**config.mk**
```make
export PLATFORM = sky130hd
export DESIGN_NAME = popcount_operand_feeder
export DESIGN_NICKNAME = d
export VERILOG_FILES = /design/src/rtl/popcount_operand_feeder_pkg.sv /design/src/rtl/popcount_feeder_pack.sv /design/src/rtl/popcount_operand_feeder.sv
export SDC_FILE = /design/constraint.sdc
export NUM_CORES = 1
export LEC_CHECK = 0
export CAP_MARGIN = 15
export CORE_MARGIN = 3
export CORE_UTILIZATION = 42
export DETAILED_ROUTE_END_ITERATION = 6
export PLACE_DENSITY = 0.7
export SLEW_MARGIN = 20
export SYNTH_ARGS = -nofsm -noshare
export SYNTH_HDL_FRONTEND = slang
export SYNTH_SLANG_ARGS = --single-unit
```
**constraint.sdc**
```tcl
create_clock -name clk -period 2.2 [get_ports clk]
set_input_delay 0.44 -clock clk [delete_from_list [all_inputs] [get_ports clk]]
set_output_delay 0.44 -clock clk [all_outputs]
set_load 0.01 [all_outputs]
```
**src/rtl/popcount_operand_feeder_pkg.sv**
```systemverilog
`default_nettype none
// ============================================================================
// Module : popcount_operand_feeder_pkg
// Brief  : Shared widths and FSM state encoding for the popcount operand feeder.
// Rev    : 1.0  initial release
// ============================================================================
package popcount_operand_feeder_pkg;

    localparam int WORD_W   = 32;
    localparam int VEC_W    = 128;
    localparam int BEATS    = 8;
    localparam int SUM_W    = 8;
    localparam int BEAT_W   = $clog2(BEATS);
    localparam int SETTLE_W = 4;

    typedef enum logic [1:0] {
        ST_LOAD   = 2'd0,
        ST_SETTLE = 2'd1,
        ST_HOLD   = 2'd2
    } state_t;

endpackage
`default_nettype wire

```
**src/rtl/popcount_feeder_pack.sv**
```systemverilog
`default_nettype none
// ============================================================================
// Module : popcount_feeder_pack
// Brief  : Beat-addressed 256-bit operand register; words 0-3 form x, 4-7 form y.
// Rev    : 1.0  initial release
// ============================================================================
module popcount_feeder_pack
    import popcount_operand_feeder_pkg::*;
(
    input  logic              clk,
    input  logic              rst_n,
    input  logic              i_wr_en,
    input  logic [BEAT_W-1:0] i_beat,
    input  logic [WORD_W-1:0] i_data,
    output logic [VEC_W-1:0]  o_x,
    output logic [VEC_W-1:0]  o_y
);

    logic [2*VEC_W-1:0] w_opnd;

    // One register per word so a beat only ever touches its own slice.
    genvar g;
    generate
        for (g = 0; g < BEATS; g++) begin : g_word
            logic [WORD_W-1:0] r_word;

            always_ff @(posedge clk or negedge rst_n) begin
                if (!rst_n) begin
                    r_word <= '0;
                end else if (i_wr_en && (i_beat == BEAT_W'(g))) begin
                    r_word <= i_data;
                end
            end

            assign w_opnd[g*WORD_W +: WORD_W] = r_word;
        end
    endgenerate

    assign o_x = w_opnd[VEC_W-1:0];
    assign o_y = w_opnd[2*VEC_W-1:VEC_W];

endmodule
`default_nettype wire

```
**src/rtl/popcount_operand_feeder.sv**
```systemverilog
`default_nettype none
// ============================================================================
// Module : popcount_operand_feeder
// Brief  : Streams 8 words into popcount operands, waits for settle, holds result.
// Rev    : 1.0  initial release
// ============================================================================
module popcount_operand_feeder
    import popcount_operand_feeder_pkg::*;
#(
    parameter int SETTLE_CYCLES = 2
) (
    input  logic              clk,
    input  logic              rst_n,
    input  logic              in_valid,
    output logic              in_ready,
    input  logic [WORD_W-1:0] in_data,
    output logic [VEC_W-1:0]  pop_x,
    output logic [VEC_W-1:0]  pop_y,
    input  logic [SUM_W-1:0]  pop_sum,
    output logic              out_valid,
    input  logic              out_ready,
    output logic [SUM_W-1:0]  out_sum
);

    state_t              r_state;
    logic [BEAT_W-1:0]   r_beat;
    logic [SETTLE_W-1:0] r_settle;
    logic [SUM_W-1:0]    r_out_sum;
    logic                r_out_valid;

    logic w_accept;
    logic w_last_beat;
    logic w_settle_done;

    assign w_accept      = in_valid && (r_state == ST_LOAD);
    assign w_last_beat   = (r_beat == BEAT_W'(BEATS - 1));
    assign w_settle_done = (r_settle == SETTLE_W'(SETTLE_CYCLES - 1));

    always_ff @(posedge clk or negedge rst_n) begin
        if (!rst_n) begin
            r_state     <= ST_LOAD;
            r_beat      <= '0;
            r_settle    <= '0;
            r_out_sum   <= '0;
            r_out_valid <= 1'b0;
        end else begin
            case (r_state)
                ST_LOAD: begin
                    if (w_accept) begin
                        r_beat <= r_beat + BEAT_W'(1);
                        if (w_last_beat) begin
                            r_state  <= ST_SETTLE;
                            r_settle <= '0;
                        end
                    end
                end
                ST_SETTLE: begin
                    // Operands have been stable since the last beat, so pop_sum is valid here.
                    if (w_settle_done) begin
                        r_out_sum   <= pop_sum;
                        r_out_valid <= 1'b1;
                        r_state     <= ST_HOLD;
                        r_settle    <= '0;
                    end else begin
                        r_settle <= r_settle + SETTLE_W'(1);
                    end
                end
                ST_HOLD: begin
                    if (out_ready) begin
                        r_out_valid <= 1'b0;
                        r_state     <= ST_LOAD;
                    end
                end
                default: begin
                    r_state     <= ST_LOAD;
                    r_beat      <= '0;
                    r_settle    <= '0;
                    r_out_valid <= 1'b0;
                end
            endcase
        end
    end

    popcount_feeder_pack u_pack (
        .clk     (clk),
        .rst_n   (rst_n),
        .i_wr_en (w_accept),
        .i_beat  (r_beat),
        .i_data  (in_data),
        .o_x     (pop_x),
        .o_y     (pop_y)
    );

    assign in_ready  = (r_state == ST_LOAD);
    assign out_valid = r_out_valid;
    assign out_sum   = r_out_sum;

endmodule
`default_nettype wire

```
After elaboration in Yosys (flattened, before gate mapping)
Cells that the tools add are included.

Bits in registers: 274.

Reduce and logical (&&, ||, !) cells: 17. Equal/unequal tests: 14. Add/sub/neg operators: 2. Bitwise gates (word level): 3. Muxes and demuxes: 14.

Operators with widths (count): equality test 3 bit (second input constant) (4); 2-to-1 mux 4 bit (3); one-hot mux 4 bit (3 select lines) (1); logical AND 1 bit (9); 2-to-1 mux 2 bit (4); equality test 3 x 2 -> 1 bit (second input constant) (2); one-hot mux 2 bit (3 select lines) (1); one-hot mux 3 bit (2 select lines) (1); AND reduction 3 bit (2); adder 4 x 1 -> 4 bit (second input constant) (1); equality test 4 x 1 -> 1 bit (second input constant) (1); != test 2 x 1 -> 1 bit (second input constant) (2); != test 2 bit (second input constant) (2); AND reduction 2 bit (2); AND reduction 4 bit (1); adder 3 x 1 -> 3 bit (second input constant) (1); equality test 3 x 1 -> 1 bit (second input constant) (1); zero test 3 bit (1); 2-to-1 mux 3 bit (1); inverter 1 bit (3); one-hot mux 1 bit (3 select lines) (1); equality test 2 x 1 -> 1 bit (second input constant) (1); equality test 2 bit (second input constant) (1); zero test 2 bit (1); other kinds (2) (3).

Longest topological paths before layout
Gate-level depths: netlist of run 1.

Depth after elaboration: 4. Depth in mapped cells: 6.

Modules after synthesis
A second synthesis of run 1 with hierarchy kept.

Cells, all modules: 630. Area, all modules: 10578.9 um^2.

Modules (own cells, without submodules): popcount_feeder_pack (sequential area each 6406.1 um^2, instances 1, area an instance 9613.0 um^2, cells each 551); popcount_operand_feeder (sequential area each 450.4 um^2, instances 1, area an instance 965.9 um^2, cells each 79).

Worst setup path before layout of run 1
Ideal clock, no wire load.

Path type: reg2reg. Start point: reg r_beat[0]. End point: reg r_state[0]. Cell stages (with the launch flop): 6. Arrival: 1604 ps. Setup slack: 468 ps. Required time: 2072 ps. Clock period less this slack: 1732 ps. Cell sequence: dfrtp_1 -> ha_1 -> ha_1 -> a21boi_0 -> a211oi_2 -> mux2_1.

Word-level cells in the longest chain between the ends: 3.

Ends and longest elaborated chain: start: declaration (line popcount_operand_feeder.sv:26) `logic [BEAT_W-1:0] r_beat;`; start signal: assignment (line popcount_operand_feeder.sv:50) `r_beat <= r_beat + BEAT_W'(1);`; equality test 3 bit (line popcount_operand_feeder.sv:36) `assign w_last_beat = (r_beat == BEAT_W'(BEATS - 1));`; != test 2 x 1 -> 1 bit (no line); AND reduction 4 bit (no line); end signal: assignment (line popcount_operand_feeder.sv:41) `r_state <= ST_LOAD;`; end signal: assignment (line popcount_operand_feeder.sv:52) `r_state <= ST_SETTLE;`; end signal: assignment (line popcount_operand_feeder.sv:62) `r_state <= ST_HOLD;`; end: declaration (line popcount_operand_feeder.sv:25) `state_t r_state;`.

No other way between the ends. A chain may end at the register's enable or synchronous reset.

Final worst setup path of run 1
Start point: reg u_pack.g_word[3].r_word[0]. End point: out pop_x[96].

RTL lines: start: declaration (line popcount_feeder_pack.sv:25) `logic [WORD_W-1:0] r_word;`; start signal: assignment (line popcount_feeder_pack.sv:31) `r_word <= i_data;`; end: declaration (line popcount_operand_feeder.sv:17) `output logic [VEC_W-1:0] pop_x,`.

No word-level cell between the ends.

==> results of run 1 <==
-- logic make-up (layout without fill, tap and decap cells) --
family,count (synthesis),in the layout,share of synthesized area [%]
AO/OA/AOI/OAI,17,17,1.07
AND/OR/NAND/NOR,21,21,1.43
adder cells (fa/ha/maj),12,12,1.44
flip-flops,274,274,65.7
buffers and inverters,33,395,1.50
multiplexers,267,267,28.8
-- area by class of cell --
cell class,instances,area [sq um]
fillers,1897,9210
flip-flops and latches,274,6860
repair buffers,337,3500
multi-input cells,317,3450
clock buffers,42,845
well taps,324,405
clock inverters,9,97.6
inverters,7,26.3
-- through the flow --
step	power, mW	setup WS [ns]	hold slack, ns
after floorplan	9.66	0.468	0.144
after global placement	13.3	0.153	0.434
after detailed placement	13.5	0.139	0.440
after CTS	18.4	0.00145	0.470
after global routing	19.1	0.198	0.510
final	18.1	0.268	0.471
-- layer usage --
layer	share of wire, %	vias to the layer above	global-route usage, %	routed length (um)
li1	-	2922	-	-
met2	49	197	34.0	13300
met3	8.8	32	7.10	2380
met1	41	3390	25.6	11000
met5	0	-	0	0
met4	1.6	0	3.65	434
-- flip-flops by register name, summed over array words and instances, names as in the netlist --
| register | flops |
|---|---|
| u_pack.g_word.r_word | 256 |
| out_valid | 1 |
| r_settle | 4 |
| out_sum | 8 |
| r_state | 2 |
| r_beat | 3 |
-- report_power, final --
part           leakage [nW]  switching, mW  internal [mW]  total, mW
Combinational          3.00           2.43           3.75       6.19
Sequential             3.64          0.729           6.46       7.18
Clock                 0.467           1.90           2.87       4.77
Total                  7.10           5.06           13.1       18.1
-- cell usage after synthesis, types with 2 or more instances --
cell	number
mux2_1	5
mux2_2	261
nand3_1	6
nand4_1	2
nand4_2	2
buf_2	26
o31ai_1	3
ha_1	12
inv_1	7
dfrtp_1	274
o21ai_0	9
nor2b_1	4
-- worst paths after layout --
path / to / from / cells after the start
worst max-delay path: pop_x[96] / u_pack.g_word[3].r_word[0] / 1
worst min-delay path: out_sum[3] / rst_n / 2
worst max register to register: u_pack.g_word[0].r_word[14] / r_state[1] / 7
worst min register to register: u_pack.g_word[1].r_word[3] / u_pack.g_word[1].r_word[3] / 1
max in group asynchronous: u_pack.g_word[7].r_word[13] / rst_n / 3
min in group clk: u_pack.g_word[1].r_word[3] / u_pack.g_word[1].r_word[3] / 1
-- what timing repair did --
| action | 4_1_cts | 5_1_grt |
|---|---|---|
| hold buffers | 1 | 0 |
| setup buffers | 1 | 0 |
| resized for setup | 4 | 1 |
| hold endpoints to repair | 56 | 0 |
| endpoints found under the setup margin | 1 | 1 |
| pin swaps | 1 | 0 |
==> results.ini, run 1 <==
[floorplan]
num_rows=57
dieWidth_um=164
core_sq_um=24400
fp.dieArea_sq_um=26800
fp.dieH_um=164
io_pins=310
start_util_pct=42.8

[synth]
synthDominantCellAreaShare_pct=65.7
synth_cells=624
synthFlopType=dfrtp_1
syn_area_sq_um=10400
async_reset_ff_share_pct=100
syn_avg_cell_area_sq_um=16.7
synthDistinctLibCells=25
yosysWarnings=0
synth-edff-count=0
synth_seq_cells=274
synthTopCellsByArea=dfrtp_1 66%, mux2_2 28%, ha_1 1.4%
yosys.area.top_type=dfrtp_1
syn-num-nets=680
yosysSeqAreaShare_pct=65.7

[timing]
min_period_ns=1.93
finalHoldViolations=0
finClkSkew_ns=0.0188
fmax_mhz=518
worst_pin_slew_ns=0.536
rsz0062_at_grt=false
setup_tns_ns=0
drv_slew=0
relSlewSlack_pct=64.2
finalCritPeriodShare_pct=87.8
setup_viol=0

[routing]
drt_iter0_markers=245
vias=6541
routed_wl_mm=27.1
drc=0
ant_nets=0
drtPass1Iterations=4
via_per_inst=4.99
drt-wirelength-per-cell_um=20.7

[placed_design]
dpl.hpwl_mm=18.8
dpl.cell_count=1257
io_buffers=309
gp_congestion=0.751
placed_area_sq_um=14200

[global_routing]
grt_pass1_wl_mm=42.0
gr-usage-all-layers_pct=20.2
grt_pass1_vias=6895
grt_max_degree=63
grt-ovfl-total=0
grt_antenna_before_repair=0

[final_layout]
diodes=0
finalNonFillerCells=1310
syn_to_final_growth_pct=45.6
postLayoutCoreUtil_pct=62.2
final_common_cell=clkdlybuf4s50_1
postLayoutCellArea_sq_um=15200
nets=1022
final_cell_mix=307 x clkdlybuf4s50_1, 274 x dfrtp_1, 261 x mux2_2
drive_above_1_share_pct=35.2

[setup_path]
cpMaxStageDelayCell=clkdlybuf4s50_1
critPathMaxStageDelay_ns=0.58
path_max_fanout=2
startpoint_type=flip-flop
required_ns=1.76
crit_type=reg -> out
cp_top_family=buffers and inverters
path_buf_inv=1
worstPathArrival_ns=1.49
crit_chain=clkdlybuf4s50_1
worstSetupEndpointType=output port
r2r_slack_ns=0.31

[clock_network]
cts.clk_slew.worst_paths_ns=0.06
cts_buffer_depth=3
clk_latency_ns=0.53
cts_buffers=29
cts_tree=built
htreeDepth=1
cts_sinks=274
cts_root_buf=clkbuf_16

[pwr]
ir_drop_v=0.000859
leakage_nw=7.10
powerDensity_nw_per_um2=1200

[status]
status=completed

[job]
cap_viol_max_count=0

[min_path]
min_path_type=in -> async

Note: power is estimated with default switching activity, not from simulation.
==> run 2: changes to the inputs <==
==> constraint.sdc (replaced) <==
create_clock -name clk -period 2.43 [get_ports clk]
set_input_delay 0.486 -clock clk [delete_from_list [all_inputs] [get_ports clk]]
set_output_delay 0.486 -clock clk [all_outputs]
set_load 0.01 [all_outputs]
==> run 2 against run 1 <==
- setup slack got worse by 0.19 ns
- power shrank 9.7%
- clock skew down 0.0092 ns
- flip-flop and latch count stayed put
- critical path type unchanged
==> results.ini, run 2 (synthesis gave the netlist of run 1 again) <==
[floorplan]
num_rows=57  ; unchanged
start_util_pct=42.8  ; unchanged
io_pins=310  ; unchanged
fp.dieH_um=164  ; unchanged
fp.dieArea_sq_um=26800  ; unchanged
core_sq_um=24400  ; unchanged
dieWidth_um=164  ; unchanged

[clock_network]
htreeDepth=1  ; unchanged
cts_root_buf=clkbuf_16
cts_tree=built
cts_buffer_depth=3  ; unchanged
clk_latency_ns=0.53  ; about the same
cts_buffers=28  ; -3.4%
cts.clk_slew.worst_paths_ns=0.06  ; about the same
cts_sinks=274  ; unchanged
cts_setup_buffers=0  ; -1

[final_layout]
nets=1020  ; -0.20%
multiInputGateArea_sq_um=3450  ; unchanged
postLayoutCellArea_sq_um=15100  ; -0.74%
drive_above_1_share_pct=35.1  ; -0.10 points
largest_reg_flops=256  ; unchanged
top_register=u_pack.g_word.r_word
diodes=0  ; unchanged
syn_to_final_growth_pct=44.5
fill_cells=1903  ; +0.32%
final_common_cell=clkdlybuf4s50_1
final_cell_mix=308 x clkdlybuf4s50_1, 274 x dfrtp_1, 261 x mux2_2
regArea_sq_um=6860  ; unchanged

[placed_design]
io_buffers=309  ; unchanged
gp_congestion=0.732  ; -2.5%
placed_area_sq_um=14100  ; -0.70%
pre_cts_slack_ns=0.161  ; +0.0220 ns
dpl.hpwl_mm=18.9  ; +0.50%

[setup_path]
startpoint_type=flip-flop
worstSetupEndpointType=output port
worstPathArrival_ns=1.87  ; +0.38 ns
path_buf_inv=2  ; +1
critPathMaxStageDelay_ns=0.57  ; about the same
crit_chain=inv_1 > ha_4 > clkdlybuf4s50_1
crit_type=reg -> out
path_max_fanout=9  ; +7
cpMaxStageDelayCell=clkdlybuf4s50_1
required_ns=1.94  ; +0.18 ns
cp_top_family=buffers and inverters

[pwr]
powerDensity_nw_per_um2=1090  ; -9.0%
swShare_pct=28.1  ; +0.25 points
p_comb_share_pct=34.1  ; about the same
p_int_mw=11.8  ; -10%
leakage_nw=7.04  ; -0.94%
p_seq_share_pct=39.7  ; about the same
p_switching_mw=4.61  ; -8.9%
ir_drop_v=0.000661  ; -23%
pwr-share-clk_pct=26.2  ; about the same

[routing]
drt-wirelength-per-cell_um=20.9  ; +1.2%
ant_nets=0  ; unchanged
via_per_inst=5.02  ; +0.44%
drc=0  ; unchanged
routed_wl_mm=27.4  ; +1.2%
drtPass1Iterations=4  ; unchanged
drt_iter0_markers=247  ; +0.82%
vias=6570  ; +0.44%

[status]
status=completed

[timing]
fmax_mhz=425
drv_slew=0  ; unchanged
setup_tns_ns=0  ; unchanged
worst_pin_slew_ns=0.514  ; -0.0216 ns
setup_viol=0  ; unchanged
finClkSkew_ns=0.00966  ; -0.00917 ns
finalHoldViolations=0  ; unchanged
finalCritPeriodShare_pct=96.8
fin_ws_ns=0.0774  ; -0.190 ns
min_period_ns=2.35
rsz0062_at_grt=false
relSlewSlack_pct=65.6  ; +1.4 points

[global_routing]
grt_max_degree=55  ; -13%
grt_antenna_before_repair=0  ; unchanged
grt_pass1_vias=6872  ; -0.33%
grt_pass1_wl_mm=41.8  ; -0.56%
gr-usage-all-layers_pct=20.2  ; about the same
grt-ovfl-total=0  ; unchanged

[min_path]
min_path_type=in -> async

[job]
cap_viol_max_count=0  ; unchanged

==> run 2: final cells by class <==
| class | count | area share [%] |
|---|---|---|
| clock buffer | 44 | 5.79 |
| clock inverter | 8 | 0.448 |
| inverter | 7 | 0.174 |
| multi-input combinational | 317 | 22.9 |
| sequential | 274 | 45.5 |
| tap | 324 | 2.69 |
| timing repair buffer | 336 | 22.5 |
==> run 2: final timing paths <==
check,startpoint,endpoint,slack [ns],cells past startpoint
min reg2reg,u_pack.g_word[1].r_word[3],u_pack.g_word[1].r_word[3],0.50,1
max in group asynchronous,rst_n,u_pack.g_word[5].r_word[27],1.26,3
max,r_state[0],in_ready,0.08,3
min in group clk,u_pack.g_word[1].r_word[3],u_pack.g_word[1].r_word[3],0.50,1
min,rst_n,out_sum[6],0.48,2
max reg2reg,r_beat[0],r_settle[2],0.52,5
==> run 2: power groups by stage <==
stage          combinational (mW)  clock, mW  sequential (mW)
2_1_floorplan                1.64          0             7.11
3_3_place_gp                 5.52          0             6.51
3_5_place_dp                 5.60          0             6.56
4_1_cts                      5.66       4.42             6.50
5_1_grt                      5.93       4.61             6.66
6_report                     5.58       4.30             6.50
==> run 2: per-stage QoR <==
step	utilization [%]	std cells	total power, mW	hold slack (ns)
2_1_floorplan	-	624	8.75	0.190
3_3_place_gp	57.8	1257	12.0	0.451
3_5_place_dp	57.8	1257	12.2	0.450
4_1_cts	61.8	1310	16.6	0.473
5_1_grt	61.8	1310	17.2	0.509
6_report	61.8	1310	16.4	0.483
==> run 2: metal layers <==
metal  global-route usage [%]  up-vias  part of all wire [%]
met5                        0        -                     0
met4                     4.27        0                   2.3
met3                     6.75       42                   8.2
met2                     34.5      203                    49
met1                     25.2     3413                    41
li1                         -     2912                     -
==> run 2: what timing repair did <==
| item | in CTS | in global routing |
|---|---|---|
| endpoints found under the setup margin | 1 | 1 |
| hold buffers | 1 | 0 |
| cloned | 0 | 0 |
| resized for setup | 2 | 1 |
| hold endpoints to repair | 48 | 0 |
==> run 3: changes to the inputs <==
--- a/config.mk
+++ b/config.mk
@@ -5,7 +5,7 @@
 export SDC_FILE = /design/constraint.sdc
 export NUM_CORES = 1
 export LEC_CHECK = 0
-export CAP_MARGIN = 15
+export CAP_MARGIN = 20
 export CORE_MARGIN = 3
 export CORE_UTILIZATION = 42
 export DETAILED_ROUTE_END_ITERATION = 6
==> constraint.sdc (replaced) <==
create_clock -name clk -period 2.8 [get_ports clk]
set_input_delay 0.56 -clock clk [delete_from_list [all_inputs] [get_ports clk]]
set_output_delay 0.56 -clock clk [all_outputs]
set_load 0.01 [all_outputs]
==> run 3 against run 2 <==
- die area did not move
- sequential power fell by 13%
- final area fell by 0.89%
- largest cell class unchanged
- largest power group unchanged
==> results.ini, run 3 (synthesis gave the netlist of run 1 again) <==
[setup_path]
crit_chain=inv_1 > ha_2 > clkdlybuf4s50_1
required_ns=2.24  ; +0.30 ns
worstPathArrival_ns=2.02  ; +0.15 ns
r2r_start=r_state[1]
critPathMaxStageDelay_ns=0.61  ; +0.04 ns
startpoint_type=flip-flop
worstSetupEndpointType=output port
crit_type=reg -> out
cpMaxStageDelayCell=clkdlybuf4s50_1
worstSetupStartpoint=r_state[1]
path_max_fanout=13  ; +4

[timing]
worst_pin_slew_ns=0.718  ; +0.203 ns
setup_viol=0  ; unchanged
drv_slew=0  ; unchanged
relSlewSlack_pct=51.7  ; -14 points
rsz0062_at_grt=false
finClkSkew_ns=0.0177  ; +0.00804 ns
finalHoldViolations=0  ; unchanged
finalCritPeriodShare_pct=92.2
fmax_mhz=388
min_period_ns=2.58
setup_tns_ns=0  ; unchanged

[routing]
routed_wl_mm=26.5  ; -3.1%
via_per_inst=5.00  ; -0.24%
ant_nets=0  ; unchanged
drt_iter0_markers=320  ; +30%
drtPass1Iterations=4  ; unchanged
drc=0  ; unchanged
drt-wirelength-per-cell_um=20.3  ; -2.8%
vias=6529  ; -0.62%

[final_layout]
final_cell_mix=308 x clkdlybuf4s50_1, 274 x dfrtp_1, 261 x mux2_2
final_common_cell=clkdlybuf4s50_1
drive_above_1_share_pct=34.3  ; -0.81 points
top_register=u_pack.g_word.r_word
syn_to_final_growth_pct=43.2
finalNonFillerCells=1305  ; -0.38%
largest_reg_flops=256  ; unchanged
nets=1017  ; -0.29%

[pwr]
leakage_nw=6.97  ; -0.97%
powerDensity_nw_per_um2=938  ; -14%
swShare_pct=27.9  ; -0.19 points
pwr-share-clk_pct=25.8  ; -0.4 points
p_switching_mw=3.91  ; -15%
p_seq_share_pct=40.3  ; +0.6 points
p_comb_share_pct=33.9  ; -0.2 points
ir_drop_v=0.000668  ; +1.1%
p_int_mw=10.1  ; -14%

[min_path]
min_path_type=in -> async

[clock_network]
cts_buffer_depth=3  ; unchanged
cts_root_buf=clkbuf_16
cts_tree=built
cts.clk_slew.worst_paths_ns=0.06  ; about the same
cts_setup_buffers=0  ; unchanged
cts_buffers=29  ; +3.6%
cts_sinks=274  ; unchanged
clk_latency_ns=0.53  ; about the same
htreeDepth=1  ; unchanged

[placed_design]
io_buffers=309  ; unchanged
gp_congestion=0.758  ; +3.6%
dpl.cell_count=1254  ; -0.24%
dpl.hpwl_mm=18.6  ; -1.9%

[global_routing]
grt_antenna_before_repair=1  ; +1
grt_pass1_wl_mm=41.1  ; -1.6%
grt_pass1_vias=6924  ; +0.76%
grt_max_degree=85  ; +55%
gr-usage-all-layers_pct=19.7  ; -0.46 points
grt-ovfl-total=0  ; unchanged

[floorplan]
fp.dieArea_sq_um=26800  ; unchanged
core_sq_um=24400  ; unchanged
dieWidth_um=164  ; unchanged
start_util_pct=42.8  ; unchanged
fp.dieH_um=164  ; unchanged
num_rows=57  ; unchanged
io_pins=310  ; unchanged

[status]
status=completed

[job]
cap_viol_max_count=0  ; unchanged

-- run 3: cell count changes in the layout (fill, tap and decap cells not counted), sizes merged --
cell         delta
buf             -3
clkbuf          +1
clkinv          -2
clkinvlp        -1
diode           +1
dlygate4sd3     -1
-- run 3: path summary, 6_finish.rpt --
check	cells past startpoint	end	slack, ns
worst min register to register	1	u_pack.g_word[0].r_word[5]	0.50
worst max register to register	5	r_state[0]	0.71
max in group asynchronous	2	u_pack.g_word[1].r_word[24]	1.99
worst min-delay path	1	out_sum[3]	0.03
worst max-delay path	3	in_ready	0.22
min in group clk	1	u_pack.g_word[0].r_word[5]	0.50
-- run 3: final cells by class --
class	instances	area [sq um]
Sequential cell	274	6860
Antenna cell	1	2.50
Fill cell	1945	9460
Inverter	7	26.3
Clock buffer	45	846
Clock inverter	5	50.0
Tap cell	324	405
Multi-Input combinational cell	317	3440
Timing Repair Buffer	332	3310
-- run 3: critical path: cells and delay by family, from the launching register on --
family     cells  cell delay [ns]
flops          1             0.38
fa+ha+maj      1             0.37
buf+inv        2             0.73
-- run 3: layer usage --
layer	vias to the layer above	GRT usage [%]	wire, um
li1	2900	-	-
met1	3396	24.9	10900
met2	192	33.2	12900
met3	41	6.77	2220
met4	0	4.19	530
met5	-	0	0
-- run 3: through the flow --
| stage | util [%] | hold slack [ns] | power [mW] | area, sq um | setup WS (ns) |
|---|---|---|---|---|---|
| 2_1_floorplan | - | 0.264 | 7.59 | 10400 | 1.07 |
| 3_3_place_gp | 57.5 | 0.479 | 10.4 | 14000 | 0.616 |
| 3_5_place_dp | 57.5 | 0.486 | 10.5 | 14000 | 0.549 |
| 4_1_cts | 61.2 | 0.0546 | 14.2 | 14900 | 0.00541 |
| 5_1_grt | 61.2 | 0.0782 | 14.7 | 14900 | 0.122 |
| 6_report | 61.2 | 0.0333 | 14.0 | 14900 | 0.220 |
-- run 3: power by group through the flow --
stage          logic, mW  registers, mW  clock network, mW
6_report            4.75           5.64               3.62
4_1_cts             4.82           5.65               3.72
3_3_place_gp        4.75           5.66                  0
5_1_grt             5.06           5.78               3.87
2_1_floorplan       1.42           6.17                  0
3_5_place_dp        4.80           5.71                  0
-- run 3: what timing repair did --
item | in CTS | in global routing
hold endpoints to repair | 0 | 0
endpoints found under the setup margin | 0 | 1
gates resized for setup | 0 | 1
hold buffers | 0 | 0
